--- src/rtl/cordic_pkg.sv ---
// ---------------------------------------------------------------------------
// cordic_pkg
// Shared definitions for the cordic front-end blocks.
//   - FSM state encoding for the rotation sequencer
//   - default word width and matching x_init gain constant
//   - QUARTER / HALF binary-angle constants as functions of the word width
// Binary angle convention: +/-2^(BIT_WIDTH-1) == +/-180 degrees.
// ---------------------------------------------------------------------------
package cordic_pkg;

  // Default word width of angle and vector words.
  localparam int unsigned DEF_BIT_WIDTH = 8;

  // round(0.60725 * (2^(DEF_BIT_WIDTH-1) - 1)); recompute if the width changes.
  localparam int unsigned DEF_X_GAIN = 77;

  // Sequencer states.
  localparam logic [1:0] ST_IDLE = 2'd0;
  localparam logic [1:0] ST_LOAD = 2'd1;
  localparam logic [1:0] ST_ITER = 2'd2;
  localparam logic [1:0] ST_DONE = 2'd3;

  // 90 degrees in binary-angle units.
  function automatic int unsigned quarter_angle(input int unsigned bw);
    return 32'd1 << (bw - 32'd2);
  endfunction

  // 180 degrees in binary-angle units.
  function automatic int unsigned half_angle(input int unsigned bw);
    return 32'd1 << (bw - 32'd1);
  endfunction

endpackage : cordic_pkg

--- src/rtl/cordic_angle_fold.sv ---
// ---------------------------------------------------------------------------
// cordic_angle_fold
// Purely combinational quadrant fold of a binary angle into the cordic
// convergence range (+/-90 degrees). Angles beyond +/-90 degrees are shifted
// by 180 degrees (MSB inversion) and a flip flag tells the consumer to
// negate the resulting x/y. Shared by the rotation and vectoring front ends.
//
// Build option: CORDIC_QUAD_FOLD_EN
//   defined     : fold applied
//   not defined : angle passes through unchanged, flip tied to 0
//
// Ports:
//   angle         in  BIT_WIDTH  signed binary angle
//   fold_angle_c  out BIT_WIDTH  folded angle (combinational)
//   fold_flip_c   out 1          fold applied; negate x/y downstream
// ---------------------------------------------------------------------------
module cordic_angle_fold
  import cordic_pkg::*;
#(
  parameter int unsigned BIT_WIDTH = DEF_BIT_WIDTH
) (
  input  logic [BIT_WIDTH-1:0] angle,
  output logic [BIT_WIDTH-1:0] fold_angle_c,
  output logic                 fold_flip_c
);

`ifdef CORDIC_QUAD_FOLD_EN
  // One extra bit so +/-QUARTER compare without overflow.
  localparam logic signed [BIT_WIDTH:0] QTR_P =
    (BIT_WIDTH+1)'(quarter_angle(BIT_WIDTH));
  localparam logic signed [BIT_WIDTH:0] QTR_N = -QTR_P;

  logic signed [BIT_WIDTH:0] angle_ext;
  logic                      beyond;

  always_comb begin
    angle_ext = $signed({angle[BIT_WIDTH-1], angle});
    // Exactly +/-90 degrees is already inside the convergence range.
    beyond    = (angle_ext > QTR_P) || (angle_ext < QTR_N);
    fold_flip_c  = beyond;
    fold_angle_c = angle;
    // Adding 180 degrees modulo 360 is an MSB inversion.
    if (beyond) begin
      fold_angle_c = {~angle[BIT_WIDTH-1], angle[BIT_WIDTH-2:0]};
    end
  end
`else
  always_comb begin
    fold_angle_c = angle;
    fold_flip_c  = 1'b0;
  end
`endif

endmodule : cordic_angle_fold

--- src/rtl/cordic_seq_in.sv ---
// ---------------------------------------------------------------------------
// cordic_seq_in
// Upstream sequencer for the iterative cordic_comp core (rotation mode).
// Takes one target angle per valid/ready transaction, folds it into the
// core's convergence range, loads the core's x/y/z start vector under its
// load reset, counts ITERATIONS core clocks and strobes res_valid in the
// cycle the core outputs are final, together with the sign fix-up flag.
//
// Build option: CORDIC_QUAD_FOLD_EN (see cordic_angle_fold); without it the
// angle is passed through unfolded and res_flip stays 0.
//
// Ports:
//   clk        in   1          rising-edge clock
//   rst        in   1          asynchronous active-high reset
//   s_angle    in   BIT_WIDTH  target binary angle (+/-2^(BIT_WIDTH-1) = 180 deg)
//   s_valid    in   1          angle valid
//   s_ready    out  1          angle can be accepted
//   abort      in   1          synchronous cancel of the in-flight rotation
//   core_rst   out  1          load/reset strobe to the core
//   x_init     out  BIT_WIDTH  core x start value
//   y_init     out  BIT_WIDTH  core y start value
//   z_init     out  BIT_WIDTH  core z start value (folded angle)
//   res_valid  out  1          one-cycle strobe: core outputs are final
//   res_flip   out  1          negate core x/y downstream; valid with res_valid
//
// Timing: accept edge k -> LOAD cycle -> ITERATIONS ITER cycles -> DONE
// cycle (after edge k+ITERATIONS+1) -> IDLE. One rotation per
// ITERATIONS+3 cycles.
// ---------------------------------------------------------------------------
module cordic_seq_in
  import cordic_pkg::*;
#(
  parameter int unsigned BIT_WIDTH  = DEF_BIT_WIDTH,
  parameter int unsigned ITERATIONS = BIT_WIDTH - 1,
  parameter int unsigned X_GAIN     = DEF_X_GAIN
) (
  input  logic                 clk,
  input  logic                 rst,
  input  logic [BIT_WIDTH-1:0] s_angle,
  input  logic                 s_valid,
  output logic                 s_ready,
  input  logic                 abort,
  output logic                 core_rst,
  output logic [BIT_WIDTH-1:0] x_init,
  output logic [BIT_WIDTH-1:0] y_init,
  output logic [BIT_WIDTH-1:0] z_init,
  output logic                 res_valid,
  output logic                 res_flip
);

  localparam int unsigned CNT_W = (ITERATIONS < 2) ? 1 : $clog2(ITERATIONS);
  localparam logic [CNT_W-1:0] CNT_LAST = CNT_W'(ITERATIONS - 1);

  logic [1:0]           state_q,     state_d;
  logic                 s_ready_q,   s_ready_d;
  logic                 core_rst_q,  core_rst_d;
  logic [BIT_WIDTH-1:0] x_init_q,    x_init_d;
  logic [BIT_WIDTH-1:0] y_init_q,    y_init_d;
  logic [BIT_WIDTH-1:0] z_init_q,    z_init_d;
  logic                 res_valid_q, res_valid_d;
  logic                 res_flip_q,  res_flip_d;
  logic                 flip_q,      flip_d;
  logic [CNT_W-1:0]     cnt_q,       cnt_d;

  logic [BIT_WIDTH-1:0] fold_angle;
  logic                 fold_flip;
  logic                 accept;

  // Quadrant fold of the incoming angle.
  cordic_angle_fold #(
    .BIT_WIDTH (BIT_WIDTH)
  ) u_fold (
    .angle        (s_angle),
    .fold_angle_c (fold_angle),
    .fold_flip_c  (fold_flip)
  );

  assign accept = s_valid & s_ready_q;

  // Next-state and registered-output logic.
  always_comb begin
    state_d     = state_q;
    s_ready_d   = 1'b0;
    core_rst_d  = 1'b1;
    x_init_d    = x_init_q;
    y_init_d    = y_init_q;
    z_init_d    = z_init_q;
    res_valid_d = 1'b0;
    res_flip_d  = 1'b0;
    flip_d      = flip_q;
    cnt_d       = cnt_q;

    case (state_q)
      ST_IDLE: begin
        // abort has no meaning here; an angle offered alongside it is taken.
        s_ready_d = 1'b1;
        if (accept) begin
          s_ready_d = 1'b0;
          flip_d    = fold_flip;
          x_init_d  = BIT_WIDTH'(X_GAIN);
          y_init_d  = '0;
          z_init_d  = fold_angle;
          state_d   = ST_LOAD;
        end
      end

      ST_LOAD: begin
        // Core samples x/y/z_init under core_rst on this edge.
        core_rst_d = 1'b0;
        cnt_d      = '0;
        state_d    = ST_ITER;
        if (abort) begin
          core_rst_d = 1'b1;
          s_ready_d  = 1'b1;
          state_d    = ST_IDLE;
        end
      end

      ST_ITER: begin
        core_rst_d = 1'b0;
        cnt_d      = cnt_q + CNT_W'(1);
        if (cnt_q == CNT_LAST) begin
          res_valid_d = 1'b1;
          res_flip_d  = flip_q;
          state_d     = ST_DONE;
        end
        // Abort wins, including over a DONE strobe about to be raised.
        if (abort) begin
          core_rst_d  = 1'b1;
          s_ready_d   = 1'b1;
          res_valid_d = 1'b0;
          res_flip_d  = 1'b0;
          state_d     = ST_IDLE;
        end
      end

      ST_DONE: begin
        core_rst_d = 1'b1;
        s_ready_d  = 1'b1;
        state_d    = ST_IDLE;
      end

      default: begin
        state_d = ST_IDLE;
      end
    endcase
  end

  // State and output registers.
  always_ff @(posedge clk or posedge rst) begin
    if (rst) begin
      state_q     <= ST_IDLE;
      s_ready_q   <= 1'b0;
      core_rst_q  <= 1'b1;
      x_init_q    <= '0;
      y_init_q    <= '0;
      z_init_q    <= '0;
      res_valid_q <= 1'b0;
      res_flip_q  <= 1'b0;
      flip_q      <= 1'b0;
      cnt_q       <= '0;
    end else begin
      state_q     <= state_d;
      s_ready_q   <= s_ready_d;
      core_rst_q  <= core_rst_d;
      x_init_q    <= x_init_d;
      y_init_q    <= y_init_d;
      z_init_q    <= z_init_d;
      res_valid_q <= res_valid_d;
      res_flip_q  <= res_flip_d;
      flip_q      <= flip_d;
      cnt_q       <= cnt_d;
    end
  end

  assign s_ready   = s_ready_q;
  assign core_rst  = core_rst_q;
  assign x_init    = x_init_q;
  assign y_init    = y_init_q;
  assign z_init    = z_init_q;
  assign res_valid = res_valid_q;
  assign res_flip  = res_flip_q;

endmodule : cordic_seq_in

--- config.mk ---
export PLATFORM = sky130hd
export DESIGN_NAME = cordic_seq_in
export DESIGN_NICKNAME = d
export VERILOG_FILES = /design/src/rtl/cordic_pkg.sv /design/src/rtl/cordic_angle_fold.sv /design/src/rtl/cordic_seq_in.sv
export SDC_FILE = /design/constraint.sdc
export NUM_CORES = 1
export LEC_CHECK = 0
export BUFFER_PORTS_ARGS = -buffer_cell sky130_fd_sc_hd__buf_2
export CAP_MARGIN = 20
export CELL_PAD_IN_SITES_DETAIL_PLACEMENT = 1
export CELL_PAD_IN_SITES_GLOBAL_PLACEMENT = 1
export CORE_ASPECT_RATIO = 0.9
export CORE_MARGIN = 2
export CORE_UTILIZATION = 34
export DETAILED_ROUTE_END_ITERATION = 7
export PLACE_DENSITY = 0.87
export SLEW_MARGIN = 0
export SYNTH_ARGS = -nofsm -noshare
export SYNTH_HDL_FRONTEND = slang
export SYNTH_SLANG_ARGS = --single-unit
--- constraint.sdc ---
create_clock -name clk -period 1.7 [get_ports clk]
set_input_delay 0.17 -clock clk [delete_from_list [all_inputs] [get_ports clk]]
set_output_delay 0.17 -clock clk [all_outputs]
set_load 0.05 [all_outputs]
==> results of run 1 <==
-- kinds of logic (layout without fill, tap and decap cells) --
family	count (synthesis)	in the layout	share of synthesized area (%)
compound gates	10	10	6.84
buf+inv	21	36	15.5
mux	9	9	11.2
other cells	1	13	0.419
fa+ha+maj	7	7	9.78
simple gates	13	13	8.66
flops	17	17	47.6
-- sequential cells by signal (all words and copies together) (netlist names) --
name / cells
s_ready: 1
cnt_q: 3
z_init: 8
res_valid: 1
core_rst: 1
state_q: 2
x_init: 1
-- final cells by class --
cell class                      instances  area share, %
Multi-Input combinational cell         52           36.7
Clock buffer                            3           2.20
Clock inverter                          1          0.489
Tap cell                               28           3.42
Timing Repair Buffer                   27           13.7
Inverter                                5           1.83
Sequential cell                        17           41.7
-- placed cells by master, fill, tap and decap left out, types with 2 or more instances in the layout --
master	netlist	final
mux2_2	8	8
ha_1	7	7
nand3_1	2	2
buf_2	0	26
dfrtp_1	16	16
o21ai_0	5	5
clkbuf_4	0	3
conb_1	1	13
nand2b_1	2	2
a21oi_1	2	2
inv_1	5	5
nand2_1	4	4
-- what timing repair did --
item                                   in CTS  in global routing
endpoints found under the hold margin      16                  0
hold buffers                                1                  0
setup endpoints to repair                   0                  0
-- worst max-delay path: stages (launching register included) --
cell     delay (ps)
dfrtp_1         420
inv_1           130
ha_1            230
nand3_2         220
mux2_2          350
-- through the flow --
step           utilization (%)  cell area, µm²  power [mW]  hold WS (ps)  setup slack (ps)
2_1_floorplan                -             941        1.60          95.3               353
3_3_place_gp              40.0             986        1.78           273               321
3_5_place_dp              40.0             986        1.84           290               238
4_1_cts                   41.5            1020        2.06          97.1               222
5_1_grt                   41.5            1020        2.18          96.1               130
6_report                  41.5            1020        2.04           103               226
-- final timing paths --
check / end / slack, ps / cells after the start
max: z_init[7] / 230 / 4
min: z_init[3] / 100 / 2
max reg2reg: z_init[7] / 230 / 4
min reg2reg: z_init[1] / 510 / 1
max in group asynchronous: z_init[4] / 750 / 3
min in group asynchronous: cnt_q[0] / 540 / 3
-- power groups by stage --
stage	clock network, mW	logic [mW]	registers, mW
6_report	0.221	1.16	0.657
5_1_grt	0.244	1.26	0.679
4_1_cts	0.228	1.17	0.660
3_5_place_dp	0	1.17	0.670
3_3_place_gp	0	1.13	0.657
2_1_floorplan	0	0.512	1.09
-- per-layer routing --
metal / GRT usage (%) / wire, µm / up-vias
met4: 6.98 / 34 / 0
met3: 3.21 / 85 / 4
met5: 0 / 0 / -
met1: 13.9 / 726 / 293
met2: 20.6 / 944 / 20
li1: - / - / 283
==> flow_summary.toml, run 1 <==
[outcome]
status = "complete, no violations"

[global_route]
grt_use_total_pct = 12.2
grt-ovfl-total = 0
grt_pass1_vias = 552
antenna_found_initial = 0
grt_max_degree = 18
grt_first_pass_wirelength_um = 2640

[die]
core_area_um2 = 2470
initial_core_util_pct = 36.3
die_h_um = 52.7
num_io_pins = 40
rows = 17
die_area_um2 = 3060
dieWidth_um = 58.1

[power]
p_sw_mw = 1.06
ir_drop_mv = 0.923
switching_share_pct = 51.8
leakage_nw = 0.525
p_int_mw = 0.984
combPwrFrac_pct = 57.0
seq_power_share_pct = 32.2
power_density_nw_per_um2 = 1990
pwr-share-clk_pct = 10.8

[routing]
wirelength_um = 1790
postRouteAntennaNets = 0
num_vias = 600
via_per_inst = 4.51
drc = 0
firstDrtPassIters = 4
wl_per_cell_um = 13.5
drtIter0Drc = 9

[hold_path]
hold_path_class = "in -> reg"
min-delay-start = "s_angle[3]"

[clock_tree]
ctsResizeCount = 0
clk_latency_ps = 290
htreeDepth = 1
cts_buffers = 3
clk_pin_slew_ps = 100
root_buffer = "clkbuf_4"
cts_sinks = 17
cts_buffer_depth = 2
cts_tree = "built"
post-cts-setup-buffers = 0

[timing]
hold_viol = 0
worst_pin_slew_ps = 640
max_freq_mhz = 679
max_slew_margin_pct = 57.3
fin_worst_skew_ps = 3.01
setup_tns_ps = 0
finalSetupViolations = 0
slew_violations = 0
period_share_pct = 86.7
period_minus_slack_ps = 1470
rsz0062_at_grt = "false"

[setup_path]
worstSetupEndpointType = "flip-flop"
r2r-start = "state_q[1]"
cp-startpoint = "state_q[1]"
worstSetupPathType = "reg -> reg"
cp.required_ps = 1880
worstPathMaxFanout = 9
worstPathArrival_ps = 1650
worst_setup_path_start_kind = "flip-flop"

[yosys]
yosys_warnings = 0
syn_area_um2 = 896
yosysSeqAreaShare_pct = 47.6
synth.area.top_cells = "dfrtp_1 45%, buf_4 13%, mux2_2 10%"
synth_edf_count = 0
postSynthAreaPerCell_um2 = 11.5
synth-main-ff-cell = "dfrtp_1"
yosysTopAreaCell = "dfrtp_1"
syn_inst = 78
synth.distinct_cells = 21
synthArstFlopShare_pct = 100
yosysTopAreaCellShare_pct = 44.7
synth.top_cells.by_count = "16 x buf_4, 16 x dfrtp_1, 8 x mux2_2, 7 x ha_1"
ys_seq_elements = 17

[placement]
dp_hpwl_um = 1400
place.port_buffers = 26
routabilityCongestion = 0.794
dp.cells = 128

[layout]
register_area_um2 = 427
final_nets = 125
diodes = 0
drive_gt1_share_pct = 40.0
fin_cells = 133
n_fill_cell = 297
multi_input_area_um2 = 375
area_growth_pct = 14.2

[run]
cap_violations = 0
Note: power is estimated with default switching activity, not from simulation.
==> inputs of run 2 (changes only) <==
--- a/config.mk
+++ b/config.mk
@@ -10,7 +10,7 @@
 export CELL_PAD_IN_SITES_DETAIL_PLACEMENT = 1
 export CELL_PAD_IN_SITES_GLOBAL_PLACEMENT = 1
 export CORE_ASPECT_RATIO = 0.9
-export CORE_MARGIN = 2
+export CORE_MARGIN = 3
 export CORE_UTILIZATION = 34
 export DETAILED_ROUTE_END_ITERATION = 7
 export PLACE_DENSITY = 0.87
==> flow_summary.toml, run 2 (synthesized netlist as in run 1, its figures left out) <==
[outcome]
status = "complete, no violations"

[routing]
drtIter0Drc = 8
firstDrtPassIters = 4
drc = 0
wirelength_um = 1630
postRouteAntennaNets = 0
num_vias = 614
wl_per_cell_um = 12.3
via_per_inst = 4.62

[power]
ir_drop_mv = 1.04
leakage_nw = 0.525
power_density_nw_per_um2 = 1970

[setup_path]
worstSetupPathType = "reg -> reg"
worstPathArrival_ps = 1630
worstPathMaxFanout = 9
slowest_stage = "dfrtp_1"
crit_chain = "inv_1 -> ha_1 -> nand3_2 -> mux2_2"
path_delay_family = "flip-flops"
cp.required_ps = 1870
slowest_delay_ps = 410
worst_setup_path_start_kind = "flip-flop"
worstSetupEndpointType = "flip-flop"
critical_path_buf_inv_count = 1

[global_route]
grt_max_degree = 18
antenna_found_initial = 0
grt_use_total_pct = 11.0
grt_first_pass_wirelength_um = 2570
grt_pass1_vias = 580
grt-ovfl-total = 0

[timing]
period_minus_slack_ps = 1460
worst_pin_slew_ps = 636
fin_worst_skew_ps = 6.98
hold_viol = 0
max_slew_margin_pct = 57.5
rsz0062_at_grt = "false"
slew_violations = 0
period_share_pct = 85.7
finalSetupViolations = 0
max_freq_mhz = 687
setup_tns_ps = 0

[layout]
final_cell_mix = "26 x buf_2, 16 x dfrtp_1, 13 x conb_1, 8 x mux2_2, 7 x ha_1"
largest_register_ffs = 8
drive_gt1_share_pct = 40.0
area_growth_pct = 14.2
diodes = 0
layout_commonest_cell = "buf_2"
final_cell_area_um2 = 1020
final_nets = 125

[placement]
dp_hpwl_um = 1330
place.port_buffers = 26
routabilityCongestion = 0.794
place_area_um2 = 986

[die]
num_io_pins = 40
die_h_um = 54.7
core_area_um2 = 2490
die_area_um2 = 3290
dieWidth_um = 60.1
initial_core_util_pct = 36.0
rows = 17

[clock_tree]
cts_buffers = 3
cts_tree = "built"
post-cts-setup-buffers = 0
ctsResizeCount = 0
htreeDepth = 1
cts_sinks = 17
clk_pin_slew_ps = 100
cts_buffer_depth = 2
root_buffer = "clkbuf_4"
cts-hold-fix-buffers = 1
clk_latency_ps = 280

[run]
cap_violations = 0

[hold_path]
hold_path_class = "in -> reg"
## run 2: final timing paths
| path | startpoint | slack (ps) | end | cells past startpoint |
|---|---|---|---|---|
| worst max-delay path | state_q[0] | 240 | z_init[1] | 4 |
| min in group asynchronous | rst | 510 | z_init[0] | 3 |
| max in group asynchronous | rst | 780 | state_q[1] | 3 |
| worst min-delay path | s_angle[7] | 110 | z_init[7] | 2 |
| worst min register to register | z_init[5] | 510 | z_init[5] | 1 |
| worst max register to register | state_q[0] | 240 | z_init[1] | 4 |
## run 2: area by class of cell
type	count	area, µm²
clock buffers	3	22.5
well taps	28	35.0
repair buffers	27	140
flip-flops and latches	17	427
multi-input cells	52	375
inverters	5	18.8
clock inverters	1	5.00
fillers	293	1470
## run 2: metal layers
metal,wire [µm],track usage (%),up-vias
met4,8,5.54,0
li1,-,-,282
met5,0,0,-
met2,833,20.5,34
met1,585,11.1,296
met3,206,3.54,2
## run 2: metrics by stage
| stage | instances | util, % | total power, mW | setup WS [ps] | hold slack, ps |
|---|---|---|---|---|---|
| after floorplan | 90 | - | 1.60 | 353 | 95.3 |
| after global placement | 128 | 39.6 | 1.78 | 304 | 278 |
| after detailed placement | 128 | 39.6 | 1.83 | 237 | 288 |
| after CTS | 133 | 41.1 | 2.04 | 226 | 97.9 |
| after global routing | 133 | 41.1 | 2.18 | 114 | 92.6 |
| final | 133 | 41.1 | 2.01 | 244 | 110 |
## run 2: report_power, final
part	total (mW)	switching, mW	internal [mW]
clock network	0.207	0.120	0.0873
logic	1.16	0.829	0.328
registers	0.649	0.0806	0.569
==> inputs of run 3 (changes only) <==
--- a/config.mk
+++ b/config.mk
@@ -11,9 +11,9 @@
 export CELL_PAD_IN_SITES_GLOBAL_PLACEMENT = 1
 export CORE_ASPECT_RATIO = 0.9
 export CORE_MARGIN = 3
-export CORE_UTILIZATION = 34
+export CORE_UTILIZATION = 36
 export DETAILED_ROUTE_END_ITERATION = 7
-export PLACE_DENSITY = 0.87
+export PLACE_DENSITY = 0.91
 export SLEW_MARGIN = 0
 export SYNTH_ARGS = -nofsm -noshare
 export SYNTH_HDL_FRONTEND = slang
==> constraint.sdc (replaced) <==
create_clock -name clk -period 1.8 [get_ports clk]
set_input_delay 0.18 -clock clk [delete_from_list [all_inputs] [get_ports clk]]
set_output_delay 0.18 -clock clk [all_outputs]
set_load 0.05 [all_outputs]
==> flow_summary.toml, run 3 (synthesized netlist as in run 1, its figures left out) <==
[setup_path]
r2r_slack_ps = 330
slowest_delay_ps = 420
worstSetupPathType = "reg -> reg"
ff2ff_path_depth = 4
worst_setup_path_start_kind = "flip-flop"
worstReg2RegEnd = "z_init[0]"
cp.required_ps = 1970
crit_chain = "inv_1 -> ha_1 -> nand3_2 -> mux2_2"
worstSetupEndpointType = "flip-flop"
worstPathArrival_ps = 1640
r2r-start = "state_q[0]"
path_delay_family = "flip-flops"
slowest_stage = "dfrtp_1"
worstPathMaxFanout = 9
critical_path_buf_inv_count = 1

[routing]
wirelength_um = 1820
firstDrtPassIters = 3
postRouteAntennaNets = 0
wl_met1_um = 679
wl_per_cell_um = 13.8
met2_length_um = 888
drtIter0Drc = 12
wl_met3_um = 218
drc = 0
highest_layer = "met4"
via_per_inst = 4.69
num_vias = 619

[timing]
setup_tns_ps = 0
period_share_pct = 81.8
hold_viol = 0
worst_pin_slew_ps = 658
period_minus_slack_ps = 1470
fin_worst_skew_ps = 6.43
rsz0062_at_grt = "false"
max_freq_mhz = 679
slew_violations = 0
max_slew_margin_pct = 56.1
finalSetupViolations = 0

[global_route]
antenna_found_initial = 0
grt_max_degree = 18
grt-ovfl-total = 0
grt_use_total_pct = 12.7
grt_pass1_vias = 632
grt_first_pass_wirelength_um = 2910

[die]
initial_core_util_pct = 39.6
rows = 16
num_io_pins = 40
core_area_um2 = 2260
die_area_um2 = 3120
die_h_um = 53.3
dieWidth_um = 58.6

[hold_path]
min-delay-start = "s_angle[7]"
hold_path_class = "in -> reg"
hold_depth = 2
hold_path_end = "z_init[7]"

[placement]
place.port_buffers = 26
routabilityCongestion = 0.799
place_area_um2 = 985
dp_hpwl_um = 1500

[layout]
final_cell_area_um2 = 1020
layout_commonest_cell = "buf_2"
final_nets = 125
diodes = 0
final_cell_mix = "26 x buf_2, 16 x dfrtp_1, 13 x conb_1, 8 x mux2_2, 7 x ha_1"
drive_gt1_share_pct = 39.0
largest_register_ffs = 8
area_growth_pct = 14.0

[power]
leakage_nw = 0.522
power_density_nw_per_um2 = 1880
seq_power_share_pct = 32.4
combPwrFrac_pct = 57.2
switching_share_pct = 51.4
p_int_mw = 0.935
pwr-share-clk_pct = 10.3
p_total_mw = 1.92
ir_drop_mv = 0.984
p_sw_mw = 0.989

[clock_tree]
cts_sinks = 17
root_buffer = "clkbuf_4"
cts_buffers = 3
clk_latency_ps = 280
clk_pin_slew_ps = 100
htreeDepth = 1
cts_tree = "built"
cts_buffer_depth = 2

[outcome]
status = "complete, no violations"

[run]
cap_violations = 0
==> run 3: what timing repair did <==
item	4_1_cts	5_1_grt
resized for setup	0	0
buffers inserted	0	0
endpoints found under the setup margin	0	0
hold buffers	1	0
endpoints found under the hold margin	16	0
==> run 3: final cells by class <==
cell class                 count  area [µm²]
fill                         262        1240
sequential                    17         427
multi-input combinational     52         375
timing repair buffer          27         140
tap                           27        33.8
clock buffer                   4        26.3
inverter                       5        18.8
==> run 3: how the worst max path moves through the flow <==
stage / start / endpoint / slack, ps / cells past startpoint
after global routing: state_q[1] / z_init[4] / 200 / 4
after floorplan: s_ready / z_init[0] / 450 / 2
after detailed placement: state_q[0] / z_init[5] / 330 / 4
after CTS: state_q[0] / z_init[5] / 320 / 4
final: state_q[0] / z_init[0] / 330 / 4
after global placement: state_q[1] / z_init[2] / 410 / 4
==> run 3: per-stage QoR <==
step | util (%) | setup WS [ps] | hold WS (ps) | instances
2_1_floorplan | - | 453 | 105 | 90
3_3_place_gp | 43.5 | 414 | 283 | 127
3_5_place_dp | 43.5 | 334 | 308 | 127
4_1_cts | 45.1 | 324 | 118 | 132
5_1_grt | 45.1 | 199 | 108 | 132
6_report | 45.1 | 327 | 123 | 132
==> run 3: power by group through the flow <==
stage / Clock [mW] / Sequential [mW] / Combinational (mW)
detailed placement: 0 / 0.636 / 1.11
CTS: 0.211 / 0.627 / 1.11
global placement: 0 / 0.612 / 1.07
finish: 0.199 / 0.624 / 1.10
global route: 0.238 / 0.644 / 1.19
floorplan: 0 / 1.02 / 0.483
==> run 3: per-layer routing <==
| layer | up-vias | GRT usage (%) |
|---|---|---|
| met5 | - | 0 |
| met4 | 0 | 4.53 |
| met3 | 7 | 3.66 |
| met2 | 40 | 23.0 |
| met1 | 290 | 14.0 |
| li1 | 282 | - |
